### src/rtl/mem_pkg.sv
// Shared definitions for data-memory clients.
//   - memop encodings understood by dmem
//   - LSU FSM state encoding
//   - mem_access_fault(): legality/alignment rule common to every client
//     (range is checked by the caller, since depth is a per-instance parameter)
package mem_pkg;

    localparam logic [2:0] MEMOP_B  = 3'b000;
    localparam logic [2:0] MEMOP_H  = 3'b001;
    localparam logic [2:0] MEMOP_W  = 3'b010;
    localparam logic [2:0] MEMOP_BU = 3'b100;
    localparam logic [2:0] MEMOP_HU = 3'b101;

    typedef enum logic [2:0] {
        ST_IDLE,
        ST_RD_WAIT,
        ST_RD_CAP,
        ST_WR,
        ST_RESP
    } lsu_state_e;

    // memop[1:0] carries the access size for every legal encoding, so the
    // alignment rule can look at it alone once illegal encodings are rejected.
    function automatic logic mem_access_fault(input logic       we,
                                              input logic [2:0] memop,
                                              input logic [1:0] addr_lo,
                                              input logic       in_range);
        logic illegal;
        logic misaligned;
        if (we)
            illegal = !(memop inside {MEMOP_B, MEMOP_H, MEMOP_W});
        else
            illegal = !(memop inside {MEMOP_B, MEMOP_H, MEMOP_W, MEMOP_BU, MEMOP_HU});
        misaligned = ((memop[1:0] == 2'b01) && addr_lo[0]) ||
                     ((memop[1:0] == 2'b10) && (addr_lo != 2'b00));
        return illegal || misaligned || !in_range;
    endfunction

endpackage

### src/rtl/lsu_align_check.sv
// Combinational request legality check for the LSU.
//   we_i     : 1 = store, 0 = load
//   memop_i  : dmem memop encoding
//   addr_i   : byte address
//   fault_o  : request must not reach memory (misaligned, out of range,
//              or memop not legal for the direction)
module lsu_align_check
    import mem_pkg::*;
#(
    parameter int ADDR_W    = 32,
    parameter int MEM_WORDS = 2048
) (
    input  logic              we_i,
    input  logic [2:0]        memop_i,
    input  logic [ADDR_W-1:0] addr_i,
    output logic              fault_o
);

    // One extra bit so the limit is representable even when it equals 2**ADDR_W.
    localparam logic [ADDR_W:0] ADDR_LIMIT = (ADDR_W+1)'(4 * MEM_WORDS);

    logic in_range;

    assign in_range = {1'b0, addr_i} < ADDR_LIMIT;
    assign fault_o  = mem_access_fault(we_i, memop_i, addr_i[1:0], in_range);

endmodule

### src/rtl/lsu_dmem_port.sv
// Load/store initiator between the memory stage and dmem.
//   req_*  : valid/ready request (we, memop, addr, wdata)
//   resp_* : held valid/ready response (rdata, fault)
//   mem_*  : dmem addr/memop/datain/we, dataout back
// One transaction outstanding at a time. Every output is a register.
// Output registers are loaded from the current state, so they trail the
// state by one cycle: a store's write pulse lands the cycle after WR, and
// resp_valid rises the cycle after entering RESP.
module lsu_dmem_port
    import mem_pkg::*;
#(
    parameter int ADDR_W    = 32,
    parameter int MEM_WORDS = 2048
) (
    input  logic              clk,
    input  logic              rst,
    input  logic              req_valid,
    output logic              req_ready,
    input  logic              req_we,
    input  logic [2:0]        req_memop,
    input  logic [ADDR_W-1:0] req_addr,
    input  logic [31:0]       req_wdata,
    output logic              resp_valid,
    input  logic              resp_ready,
    output logic [31:0]       resp_rdata,
    output logic              resp_fault,
    output logic [ADDR_W-1:0] mem_addr,
    output logic [2:0]        mem_memop,
    output logic [31:0]       mem_datain,
    output logic              mem_we,
    input  logic [31:0]       mem_dataout
);

    lsu_state_e        state_q, state_d;
    logic              req_ready_q, req_ready_d;
    logic              resp_valid_q, resp_valid_d;
    logic [31:0]       resp_rdata_q, resp_rdata_d;
    logic              resp_fault_q, resp_fault_d;
    logic [ADDR_W-1:0] mem_addr_q, mem_addr_d;
    logic [2:0]        mem_memop_q, mem_memop_d;
    logic [31:0]       mem_datain_q, mem_datain_d;
    logic              mem_we_q, mem_we_d;

    logic accept;
    logic req_fault;
    logic resp_done;

    lsu_align_check #(
        .ADDR_W    (ADDR_W),
        .MEM_WORDS (MEM_WORDS)
    ) u_align_check (
        .we_i    (req_we),
        .memop_i (req_memop),
        .addr_i  (req_addr),
        .fault_o (req_fault)
    );

    assign accept    = req_valid && req_ready_q;
    assign resp_done = resp_valid_q && resp_ready;

    // State and output registers
    always_ff @(posedge clk or posedge rst) begin
        if (rst) begin
            state_q      <= ST_IDLE;
            req_ready_q  <= 1'b1;
            resp_valid_q <= 1'b0;
            resp_rdata_q <= '0;
            resp_fault_q <= 1'b0;
            mem_addr_q   <= '0;
            mem_memop_q  <= MEMOP_B;
            mem_datain_q <= '0;
            mem_we_q     <= 1'b0;
        end else begin
            state_q      <= state_d;
            req_ready_q  <= req_ready_d;
            resp_valid_q <= resp_valid_d;
            resp_rdata_q <= resp_rdata_d;
            resp_fault_q <= resp_fault_d;
            mem_addr_q   <= mem_addr_d;
            mem_memop_q  <= mem_memop_d;
            mem_datain_q <= mem_datain_d;
            mem_we_q     <= mem_we_d;
        end
    end

    // Next state
    always_comb begin
        state_d = state_q;
        unique case (state_q)
            ST_IDLE: begin
                if (accept) begin
                    if (req_fault)   state_d = ST_RESP;
                    else if (req_we) state_d = ST_WR;
                    else             state_d = ST_RD_WAIT;
                end
            end
            ST_RD_WAIT: state_d = ST_RD_CAP;
            ST_RD_CAP:  state_d = ST_RESP;
            ST_WR:      state_d = ST_RESP;
            ST_RESP:    if (resp_done) state_d = ST_IDLE;
            default:    state_d = ST_IDLE;
        endcase
    end

    // Next values of the output registers
    always_comb begin
        req_ready_d  = (state_d == ST_IDLE);
        resp_valid_d = (state_q == ST_RESP) && !resp_done;
        mem_we_d     = (state_q == ST_WR);
        resp_rdata_d = resp_rdata_q;
        resp_fault_d = resp_fault_q;
        mem_addr_d   = mem_addr_q;
        mem_memop_d  = mem_memop_q;
        mem_datain_d = mem_datain_q;

        if (accept) begin
            resp_rdata_d = '0;
            resp_fault_d = req_fault;
            // Faulted requests never reach dmem, so the bus keeps its old values.
            if (!req_fault) begin
                mem_addr_d   = req_addr;
                mem_memop_d  = req_memop;
                mem_datain_d = req_wdata;
            end
        end

        // dmem produced dataout at the previous edge; take it now.
        if (state_q == ST_RD_CAP)
            resp_rdata_d = mem_dataout;
    end

    assign req_ready  = req_ready_q;
    assign resp_valid = resp_valid_q;
    assign resp_rdata = resp_rdata_q;
    assign resp_fault = resp_fault_q;
    assign mem_addr   = mem_addr_q;
    assign mem_memop  = mem_memop_q;
    assign mem_datain = mem_datain_q;
    assign mem_we     = mem_we_q;

endmodule

### config.mk
export PLATFORM = sky130hd
export DESIGN_NAME = lsu_dmem_port
export DESIGN_NICKNAME = d
export VERILOG_FILES = /design/src/rtl/mem_pkg.sv /design/src/rtl/lsu_align_check.sv /design/src/rtl/lsu_dmem_port.sv
export SDC_FILE = /design/constraint.sdc
export NUM_CORES = 1
export LEC_CHECK = 0
export BUFFER_PORTS_ARGS = -buffer_cell sky130_fd_sc_hd__clkbuf_2
export CORE_AREA = 8 8 109 111
export CTS_BUF_LIST = sky130_fd_sc_hd__clkbuf_8
export DETAILED_ROUTE_END_ITERATION = 12
export DIE_AREA = 0 0 117 119
export PLACE_DENSITY = 0.82
export SYNTH_ARGS = -nofsm -noshare
export SYNTH_HDL_FRONTEND = slang
export SYNTH_SLANG_ARGS = --single-unit
export TNS_END_PERCENT = 1
### constraint.sdc
create_clock -name clk -period 9 [get_ports clk]
set_clock_uncertainty 0.05 [all_clocks]
set_input_delay 0.45 -clock clk [delete_from_list [all_inputs] [get_ports clk]]
set_output_delay 0.45 -clock clk [all_outputs]
set_load 0.01 [all_outputs]
# After elaboration in Yosys (flattened, before gate mapping)
# Index checks and enable logic that the tools add are counted.
# totals
regBits,106
latch_bits,0
ram_bits,0
memories,0
elab_cells,50
inputBits,104
mem_bits_ro,0
output_inout_bits,103
# op_classes
n_mul,0
reduce_logical,21
magnitude_cmp,1
bitwise_logic,1
addsub,0
eq_ne,10
n_mux,8
n_shift,0
div,0
# op_table
op,count
2-to-1 mux 32 bit,2
less-than comparator 32 x 14 -> 1 bit (second input constant),1
case mux 3 bit (4 select lines),1
== test 3 x 2 -> 1 bit (second input constant),3
== test 3 bit (second input constant),3
zero test 3 bit,3
2-to-1 mux 3 bit,3
== test 3 x 1 -> 1 bit (second input constant),2
logical AND 1 bit,5
nonzero test 5 bit,1
zero test 1 bit,4
nonzero test 2 bit,2
logical OR 1 bit,3
nonzero test 3 bit,1
== test 2 x 1 -> 1 bit (second input constant),1
== test 2 bit (second input constant),1
2-to-1 mux 2 bit,1
AND reduction 2 bit,1
OR reduction 2 bit,1
2-to-1 mux 1 bit,1
inverter 1 bit,1

# Longest topological paths before layout
# Gate-level depths: netlist (run 1).
# depth
ltp_word,10
ltp_mapped,6
depth_no_buf,4

# By module
# Synthesis (run 1) repeated with hierarchy kept, for this count alone.
# unflattened
cells_unflattened,282
area_unflattened_um2,4394.2
# modules_own_cells
module,cells_each,instances,area_each_um2,seq_area_each_um2
lsu_dmem_port,272,1,4331.7,2653.8
lsu_align_check,10,1,62.6,0.0

# Worst setup path after synthesis (run 1)
# OpenSTA, ideal clock, no wires.
# synth_path
path_kind,input-to-reg
startpoint,input req_addr[14]
endpoint,register mem_addr_q[0] (netlist: mem_addr[0])
path_stages,5
setup_ns,0.125
slack_ns,6.993
n_path_buf,1
t_required_ns,8.825
t_arrival_ns,1.832
cell_sequence,nor4_1 -> nand4_1 -> nor4_4 -> buf_4 -> mux2_2
# synth_via
elab_chain_cells,5
# synth_lines
item,line,text
start: declaration,lsu_dmem_port.sv:21,"input logic [ADDR_W-1:0] req_addr,"
less-than comparator 32 x 14 -> 1 bit,lsu_align_check.sv:24,"assign in_range = {1'b0, addr_i} < ADDR_LIMIT;"
zero test 1 bit,mem_pkg.sv:36,return illegal || misaligned || !in_range;
logical OR 1 bit,mem_pkg.sv:36,
inverter 1 bit (no line),-,
AND reduction 2 bit (no line),-,
end signal: assignment,lsu_dmem_port.sv:79,mem_addr_q <= mem_addr_d;
end: declaration,lsu_dmem_port.sv:39,"logic [ADDR_W-1:0] mem_addr_q, mem_addr_d;"
# No other way between the ends.
# A chain may end at the register's enable or synchronous reset.

# Worst setup path after layout (run 1)
# layout_path
startpoint,register req_ready_q (netlist: req_ready)
endpoint,register mem_addr_q[12] (netlist: mem_addr[12])
# layout_via
elab_chain_cells,2
# layout_lines
item,line,text
start: declaration,lsu_dmem_port.sv:35,"logic req_ready_q, req_ready_d;"
start signal: assignment,lsu_dmem_port.sv:75,req_ready_q <= req_ready_d;
logical AND 1 bit,lsu_dmem_port.sv:58,assign accept = req_valid && req_ready_q;
AND reduction 2 bit (no line),-,
# No other way between the ends.

==> summary.txt, run 1 <==
Layout
  • Layout net count: 625
  • Fillers: 921
  • Utilization after layout: 52.9%
  • Filler-free cell count of the finished design: 662
  • Ant diodes: 0
  • Growth of design area from synthesis to finish: 33.7%
  • Share of final-layout standard cells stronger than drive strength 1: 52.7%

Die
  • Vertical die dimension: 119 µm
  • Full die area: 13900 µm²
  • I/O pins: 207
  • Core ar.: 10100 µm²
  • Std-Cell Rows: 37
  • X dimension of the die: 117 µm
  • Initial Utilization: 39.5%

Global routing
  • Number of global-route vias before repair: 3331
  • Initial antenna violation count: 0
  • Wire length of the first global-routing pass: 16900 µm
  • Largest net degree at the start of global routing: 71
  • Global-route usage over all layers: 15.5%
  • GRT overflow: 0

STA
  • Final number of hold-violating endpoints: 0
  • Min Clock Period, post-route: 2.76 ns
  • Final setup viols: 0
  • Slew Limit Headroom: 18.9%
  • Final TNS setup: 0 ns
  • Highest clock rate: 362 MHz
  • Unrepaired setup endpoints after global routing: false
  • Final clock period utilization by the worst path: 30.7%
  • Slew of the pin with the lowest slew margin: 1.21 ns
  • Count of pins over their slew limit: 0

Worst setup path
  • Crit-path max FO: 42
  • Cells along the critical path: nand2_1 -> nor4_4 -> buf_4 -> mux2_2
  • Sort of element at the start of the critical path: flip-flop
  • Data required time at the worst endpoint: 9.21 ns
  • Critical path's top delay family: simple AND/OR/NAND/NOR gates
  • Crit path arrival time: 2.97 ns
  • Sum of buffers and inverters on the critical path: 1
  • Standard cell with the maximum stage delay on the critical path: sky130_fd_sc_hd__nand2_1
  • Worst Setup End Kind: flip-flop
  • Critical path class: flip-flop to flip-flop
  • Worst path max stage delay: 0.67 ns

Clock tree
  • Post_cts resized: 0
  • Worst-Skew Late Latency: 0.36 ns
  • CTS root buffer: sky130_fd_sc_hd__clkbuf_8
  • Total CTS buffers: 9
  • CTS Sinks: 106
  • Setup repair bufs after CTS: 0
  • Clock edge transition at the registers on the reported setup and hold paths: 0.10 ns
  • CTS tree: yes
  • Number of H-tree levels: 3
  • Maximum buffer depth of the clock tree: 2
  • CTS Hold Bufs: 0

Synthesis
  • Biggest area contributors in the synthesized netlist: sky130_fd_sc_hd__dfrtp_1, sky130_fd_sc_hd__mux2_2, sky130_fd_sc_hd__nand2_1
  • Cell area after technology mapping: 3990 µm²
  • Number of distinct standard cells referenced by the synthesized netlist: 23
  • Synthesized area divided by synthesized cell count: 12.6 µm²
  • EDFF count, synth: 0
  • Async S/R FF share, synth: 100%
  • Number of warnings issued by yosys: 0
  • FF+latch count, synth: 106
  • Share of synthesized area occupied by flip-flops and latches: 66.5%
  • Post-synth net total: 422
  • Most used flip-flop cell after synthesis: sky130_fd_sc_hd__dfrtp_1
  • Cells after Synth: 318
  • Cell type with the largest total area after synthesis: sky130_fd_sc_hd__dfrtp_1
  • Post-synth top area share: 65.8%

Detailed routing
  • Initial drt markers: 187
  • 1st-pass router iterations: 4
  • Final routed DRC violation total: 0
  • Post-Route WL: 10500 µm
  • Antenna Nets Post-Route: 0
  • Routed wire per std cell: 15.9 µm
  • Vias: 3079
  • Via density per instance: 4.65

Pwr
  • Total power of the final layout: 847 µW
  • Leakage component of the power: 2.98 nW
  • Power density relative to cell area: 159 nW/µm²
  • Peak VDD IR: 0.0661 mV

Placement
  • Number of placed instances, taps included: 646
  • Final weighted congestion of routability-driven global placement: 0.758
  • DPL Wire Length: 8260 µm
  • Input/output buffers: 206

Hold path
  • Worst Hold Class: input port to asynchronous set/reset pin

Run status
  • Result of the run: finished clean

Flow run
  • Max-cap violation count: 0
-- sequential cells by signal, indices dropped and copies added, names as in the netlist --
name,cells
mem_addr,32
mem_datain,32
resp_rdata,32
mem_memop,3
state_q,3
mem_we,1
req_ready,1
resp_fault,1
resp_valid,1
-- synth_stat cells, types with 2 or more instances --
library cell,n
sky130_fd_sc_hd__a21oi_1,3
sky130_fd_sc_hd__nor2b_1,21
sky130_fd_sc_hd__nor2_1,4
sky130_fd_sc_hd__nor3_1,4
sky130_fd_sc_hd__clkbuf_1,11
sky130_fd_sc_hd__and2_1,2
sky130_fd_sc_hd__mux2_2,48
sky130_fd_sc_hd__nand2_1,67
sky130_fd_sc_hd__dfrtp_1,105
sky130_fd_sc_hd__nor4_1,4
sky130_fd_sc_hd__buf_4,5
sky130_fd_sc_hd__o21ai_0,33
-- worst register-to-register path, stage by stage, from the launching register on --
cell and delay (ns):
sky130_fd_sc_hd__dfstp_2 0.55, sky130_fd_sc_hd__nand2_1 0.67, sky130_fd_sc_hd__nor4_4 0.51, sky130_fd_sc_hd__buf_4 0.46, sky130_fd_sc_hd__mux2_2 0.41
-- placed cells by master, fill, tap and decap left out, drive strengths merged, types with 2 or more instances in the layout --
cell | Yosys | final
clkbuf | 11 | 215
mux2 | 48 | 48
nor3 | 4 | 4
inv | 1 | 4
buf | 6 | 3
nor2 | 4 | 4
o21ai | 33 | 33
a21oi | 3 | 3
and2 | 2 | 2
dfrtp | 105 | 105
nor2b | 21 | 21
nor4 | 5 | 5
clkinv | 0 | 2
nand2 | 67 | 67
-- cell families (layout without fill, tap and decap cells) --
kind of cell	Yosys count	count (layout)	synth area share, %
simple gates	108	108	12.8
flops	106	106	66.5
mux	48	48	13.5
compound gates	38	38	4.95
buf+inv	18	226	2.19
-- per-stage QoR --
step           setup slack (ns)  instance area, µm²  hold WS [ns]
2_1_floorplan              5.71                3990         0.443
3_3_place_gp               6.25                5140         0.431
3_5_place_dp               6.18                5140         0.434
4_1_cts                    6.19                5340        0.0390
5_1_grt                    5.99                5340        0.0643
6_report                   6.24                5340        0.0296
-- per-layer routing --
layer | up-vias | global-route usage [%] | wire [µm]
met1 | 1484 | 17.6 | 4090
li1 | 1460 | - | -
met5 | - | 0 | 0
met4 | 0 | 6.24 | 202
met2 | 123 | 26.9 | 5250
met3 | 12 | 4.04 | 998
-- final timing paths --
kind	slack, ns	cells past startpoint	endpoint	from
setup reg to reg	6.24	4	mem_addr[12]	req_ready
hold / removal	0.03	2	mem_datain[27]	rst
setup / recovery	6.24	4	mem_addr[12]	req_ready
hold reg to reg	0.46	1	mem_addr[22]	mem_addr[22]
min in group clk	0.23	3	resp_rdata[23]	mem_dataout[23]
max in group asynchronous	7.65	3	mem_datain[15]	rst
-- layout make-up --
class,count,area (µm²),area share [%]
clock buffers,9,124,2.32
clock inverters,7,71.3,1.34
inverters,1,6.26,0.117
multi-input cells,194,1260,23.6
flip-flops and latches,106,2650,49.7
well taps,136,170,3.19
repair buffers,209,1050,19.7
-- report_power, final --
part | total [mW] | internal [mW] | switching (mW)
registers | 0.490 | 0.484 | 0.00521
clock network | 0.286 | 0.129 | 0.158
logic | 0.0709 | 0.0266 | 0.0443
total | 0.847 | 0.640 | 0.207
(Power assumes the default switching activity.)
==> run 2: changes to the inputs <==
Settings changed: ABC_AREA set to 1, CORE_AREA 8 8 109 111 to 8 8 112 114, DIE_AREA 0 0 117 119 to 0 0 120 122, PLACE_DENSITY 0.82 to 0.81.
Clock period 9 ns to 2.55 ns, I/O delays scaled along.
==> run 2 against run 1 <==
  * Via count is 34% higher
  * Utilization is 6.8 points higher
  * Clock-buffer cell count unchanged
  * Sequential power rose to 3.5 times the previous value
  * Sequential share of layout area decreased by 8.2 points
  * Die area increased by 5.1%
  * Final cell count grew 35%
  * Worst hold slack better by 0.013 ns
  * Combinational power grew to 5.5 times the previous value
  * Power grew to 3.8 times the previous value
  * Flip-flop and latch count unchanged
  * Wire length rose by 32%
==> summary.txt, run 2 <==
Detailed routing
  • Final routed DRC violation total: 0 (unchanged)
  • Initial drt markers: 204 (+9.1%)
  • Routed wire per std cell: 15.4 µm (-2.9%)
  • Vias: 4131 (+34%)
  • 1st-pass router iterations: 4 (unchanged)
  • Via density per instance: 4.61 (-0.98%)
  • Antenna Nets Post-Route: 0 (unchanged)
  • Post-Route WL: 13900 µm (+32%)

Clock tree
  • CTS Hold Bufs: 82 (+82)
  • CTS Sinks: 106 (unchanged)
  • CTS root buffer: sky130_fd_sc_hd__clkbuf_8
  • Clock edge transition at the registers on the reported setup and hold paths: 0.10 ns (about the same)
  • Worst-Skew Late Latency: 0.35 ns (about the same)
  • Maximum buffer depth of the clock tree: 2 (unchanged)
  • Number of H-tree levels: 3 (unchanged)
  • Total CTS buffers: 9 (unchanged)
  • Post_cts resized: 0 (unchanged)
  • CTS tree: yes
  • Setup repair bufs after CTS: 0 (unchanged)

Synthesis
  • Post-synth net total: 568 (+35%)
  • Share of synthesized area occupied by flip-flops and latches: 63.3% (-3.2 points)
  • Most used flip-flop cell after synthesis: sky130_fd_sc_hd__dfrtp_1
  • Leading post-synthesis cells by instance count: sky130_fd_sc_hd__nand2_1, sky130_fd_sc_hd__dfrtp_1, sky130_fd_sc_hd__nand3_1, sky130_fd_sc_hd__nor2_1, sky130_fd_sc_hd__inv_1
  • Number of distinct standard cells referenced by the synthesized netlist: 18 (-22%)
  • FF+latch count, synth: 106 (unchanged)
  • Cell area after technology mapping: 4190 µm² (+5.0%)
  • Cells after Synth: 464 (+46%)
  • EDFF count, synth: 0 (unchanged)
  • Post-synth top area share: 62.7% (-3.1 points)
  • Number of warnings issued by yosys: 0 (unchanged)
  • Cell type with the largest total area after synthesis: sky130_fd_sc_hd__dfrtp_1
  • Cell with the most instances after synthesis: sky130_fd_sc_hd__nand2_1
  • Biggest area contributors in the synthesized netlist: sky130_fd_sc_hd__dfrtp_1, sky130_fd_sc_hd__nand2_1, sky130_fd_sc_hd__nand3_1
  • Async S/R FF share, synth: 100% (unchanged)
  • Synthesized area divided by synthesized cell count: 9.03 µm² (-28%)

Pwr
  • Leakage component of the power: 3.79 nW (+27%)
  • Peak VDD IR: 0.227 mV (+240%)
  • Power density relative to cell area: 499 nW/µm² (+210%)

STA
  • Final setup viols: 0 (unchanged)
  • Slew Limit Headroom: 34.1% (+15 points)
  • Slew of the pin with the lowest slew margin: 0.987 ns (-0.226 ns)
  • Unrepaired setup endpoints after global routing: false
  • Final clock period utilization by the worst path: 75.2%
  • Final number of hold-violating endpoints: 0 (unchanged)
  • Count of pins over their slew limit: 0 (unchanged)
  • Final TNS setup: 0 ns (unchanged)
  • Min Clock Period, post-route: 1.92 ns
  • Highest clock rate: 522 MHz

Die
  • Std-Cell Rows: 38 (+2.7%)
  • Initial Utilization: 39.2% (-0.38 points)
  • X dimension of the die: 120 µm (+2.6%)
  • Vertical die dimension: 122 µm (+2.5%)
  • I/O pins: 207 (unchanged)
  • Full die area: 14600 µm² (+5.1%)
  • Core ar.: 10700 µm² (+6.0%)

Worst setup path
  • Sum of buffers and inverters on the critical path: 4 (+3)
  • Worst reg2reg setup slack: 0.86 ns (-5.38 ns)
  • Cells along the critical path: dlygate4sd3_1 -> clkbuf_2 -> nor2_1 -> nor2_1 -> nor2_1 -> nand2_1 -> inv_2 -> nand2_2 -> nor2_8 -> buf_4 -> nand2_1 -> nand2_1
  • Worst path max stage delay: 0.55 ns (-0.12 ns)
  • Sort of element at the start of the critical path: input port
  • Crit-path max FO: 28 (-33%)
  • Critical path's top delay family: buffers and inverters
  • Crit path arrival time: 2.16 ns (-0.81 ns)
  • Worst Setup End Kind: flip-flop
  • Critical path class: input port to flip-flop
  • Standard cell with the maximum stage delay on the critical path: sky130_fd_sc_hd__dlygate4sd3_1
  • Data required time at the worst endpoint: 2.79 ns (-6.42 ns)

Global routing
  • Number of global-route vias before repair: 4356 (+31%)
  • Largest net degree at the start of global routing: 54 (-24%)
  • Initial antenna violation count: 2 (+2)
  • Wire length of the first global-routing pass: 22200 µm (+31%)
  • Global-route usage over all layers: 18.8% (+3.3 points)
  • GRT overflow: 0 (unchanged)

Layout
  • Commonest non-fill, non-tap cells in the layout: sky130_fd_sc_hd__clkbuf_2, sky130_fd_sc_hd__nand2_1, sky130_fd_sc_hd__dfrtp_1
  • Growth of design area from synthesis to finish: 52.4%
  • Most frequent standard cell in the layout excluding fill and tap cells: sky130_fd_sc_hd__clkbuf_2
  • Post-Layout Inst Area: 6390 µm² (+20%)
  • Layout net count: 853 (+36%)
  • Share of final-layout standard cells stronger than drive strength 1: 32.5% (-20 points)

Placement
  • Instance area after placement: 5350 µm² (+4.1%)
  • DPL Wire Length: 8940 µm (+8.1%)
  • Final weighted congestion of routability-driven global placement: 0.812 (+7.0%)
  • Input/output buffers: 206 (unchanged)

Flow run
  • Max-cap violation count: 0 (unchanged)

Hold path
  • Worst Hold Class: input port to flip-flop

Run status
  • Result of the run: finished clean
-- run 2: cell count changes after synthesis, moves of 29 or more --
cell,change
sky130_fd_sc_hd__inv_1,+29
sky130_fd_sc_hd__mux2_2,-48
sky130_fd_sc_hd__nand2_1,+115
sky130_fd_sc_hd__nand3_1,+68
sky130_fd_sc_hd__nor2_1,+35
sky130_fd_sc_hd__o21ai_0,-33
-- run 2: worst min-delay path, delay by kind of cell --
family / cells / cell delay [ns]
buf+inv: 1 / 0.11
simple gates: 1 / 0.10
compound gates: 1 / 0.07
-- run 2: cells by family (layout without fill, tap and decap cells) --
| family | after synthesis | count (layout) | share of synthesized area (%) |
|---|---|---|---|
| and+or+nand+nor | 293 | 293 | 28.8 |
| DFF | 106 | 106 | 63.3 |
| buffers and inverters | 57 | 347 | 6.48 |
| AOI/OAI and AO/OA | 8 | 8 | 1.40 |
| other | 0 | 3 | 0 |
-- run 2: cell type report --
type / count / area [µm²]
Multi-Input combinational cell: 301 / 1270
Clock buffer: 9 / 124
Tap cell: 140 / 175
Fill cell: 876 / 4310
Antenna cell: 3 / 7.51
Clock inverter: 7 / 81.3
Timing Repair Buffer: 297 / 1940
Inverter: 34 / 134
Sequential cell: 106 / 2650
-- run 2: stage by stage --
step	hold WS (ns)	setup WS (ns)	power [mW]	instances	util (%)
6_report	0.0430	0.633	3.19	897	59.7
5_1_grt	0.0623	0.412	3.35	897	59.7
4_1_cts	0.0255	0.637	3.24	894	59.6
3_5_place_dp	0.276	0.829	2.05	796	50.0
3_3_place_gp	0.271	0.828	2.05	796	50.0
2_1_floorplan	0.175	1.10	1.89	464	-
-- run 2: where the power goes --
part	internal [mW]	switching, mW
sequential	1.71	0.0166
clock	0.473	0.600
combinational	0.185	0.202
total	2.37	0.819
-- run 2: worst paths after layout --
| kind | start | endpoint | cells after the start |
|---|---|---|---|
| min in group asynchronous | rst | mem_addr[9] | 3 |
| worst min register to register | resp_valid | resp_valid | 1 |
| worst max register to register | req_ready | mem_datain[2] | 5 |
| max in group asynchronous | rst | req_ready | 4 |
| worst min-delay path | req_we | state_q[1] | 3 |
| worst max-delay path | req_memop[1] | mem_datain[2] | 12 |
-- run 2: routing by layer --
layer	GRT usage, %	up-vias	share of wire [%]
li1	-	2001	-
met1	21.3	1926	39
met4	7.10	0	2.7
met5	0	-	0
met2	32.3	174	50
met3	6.52	30	8.3
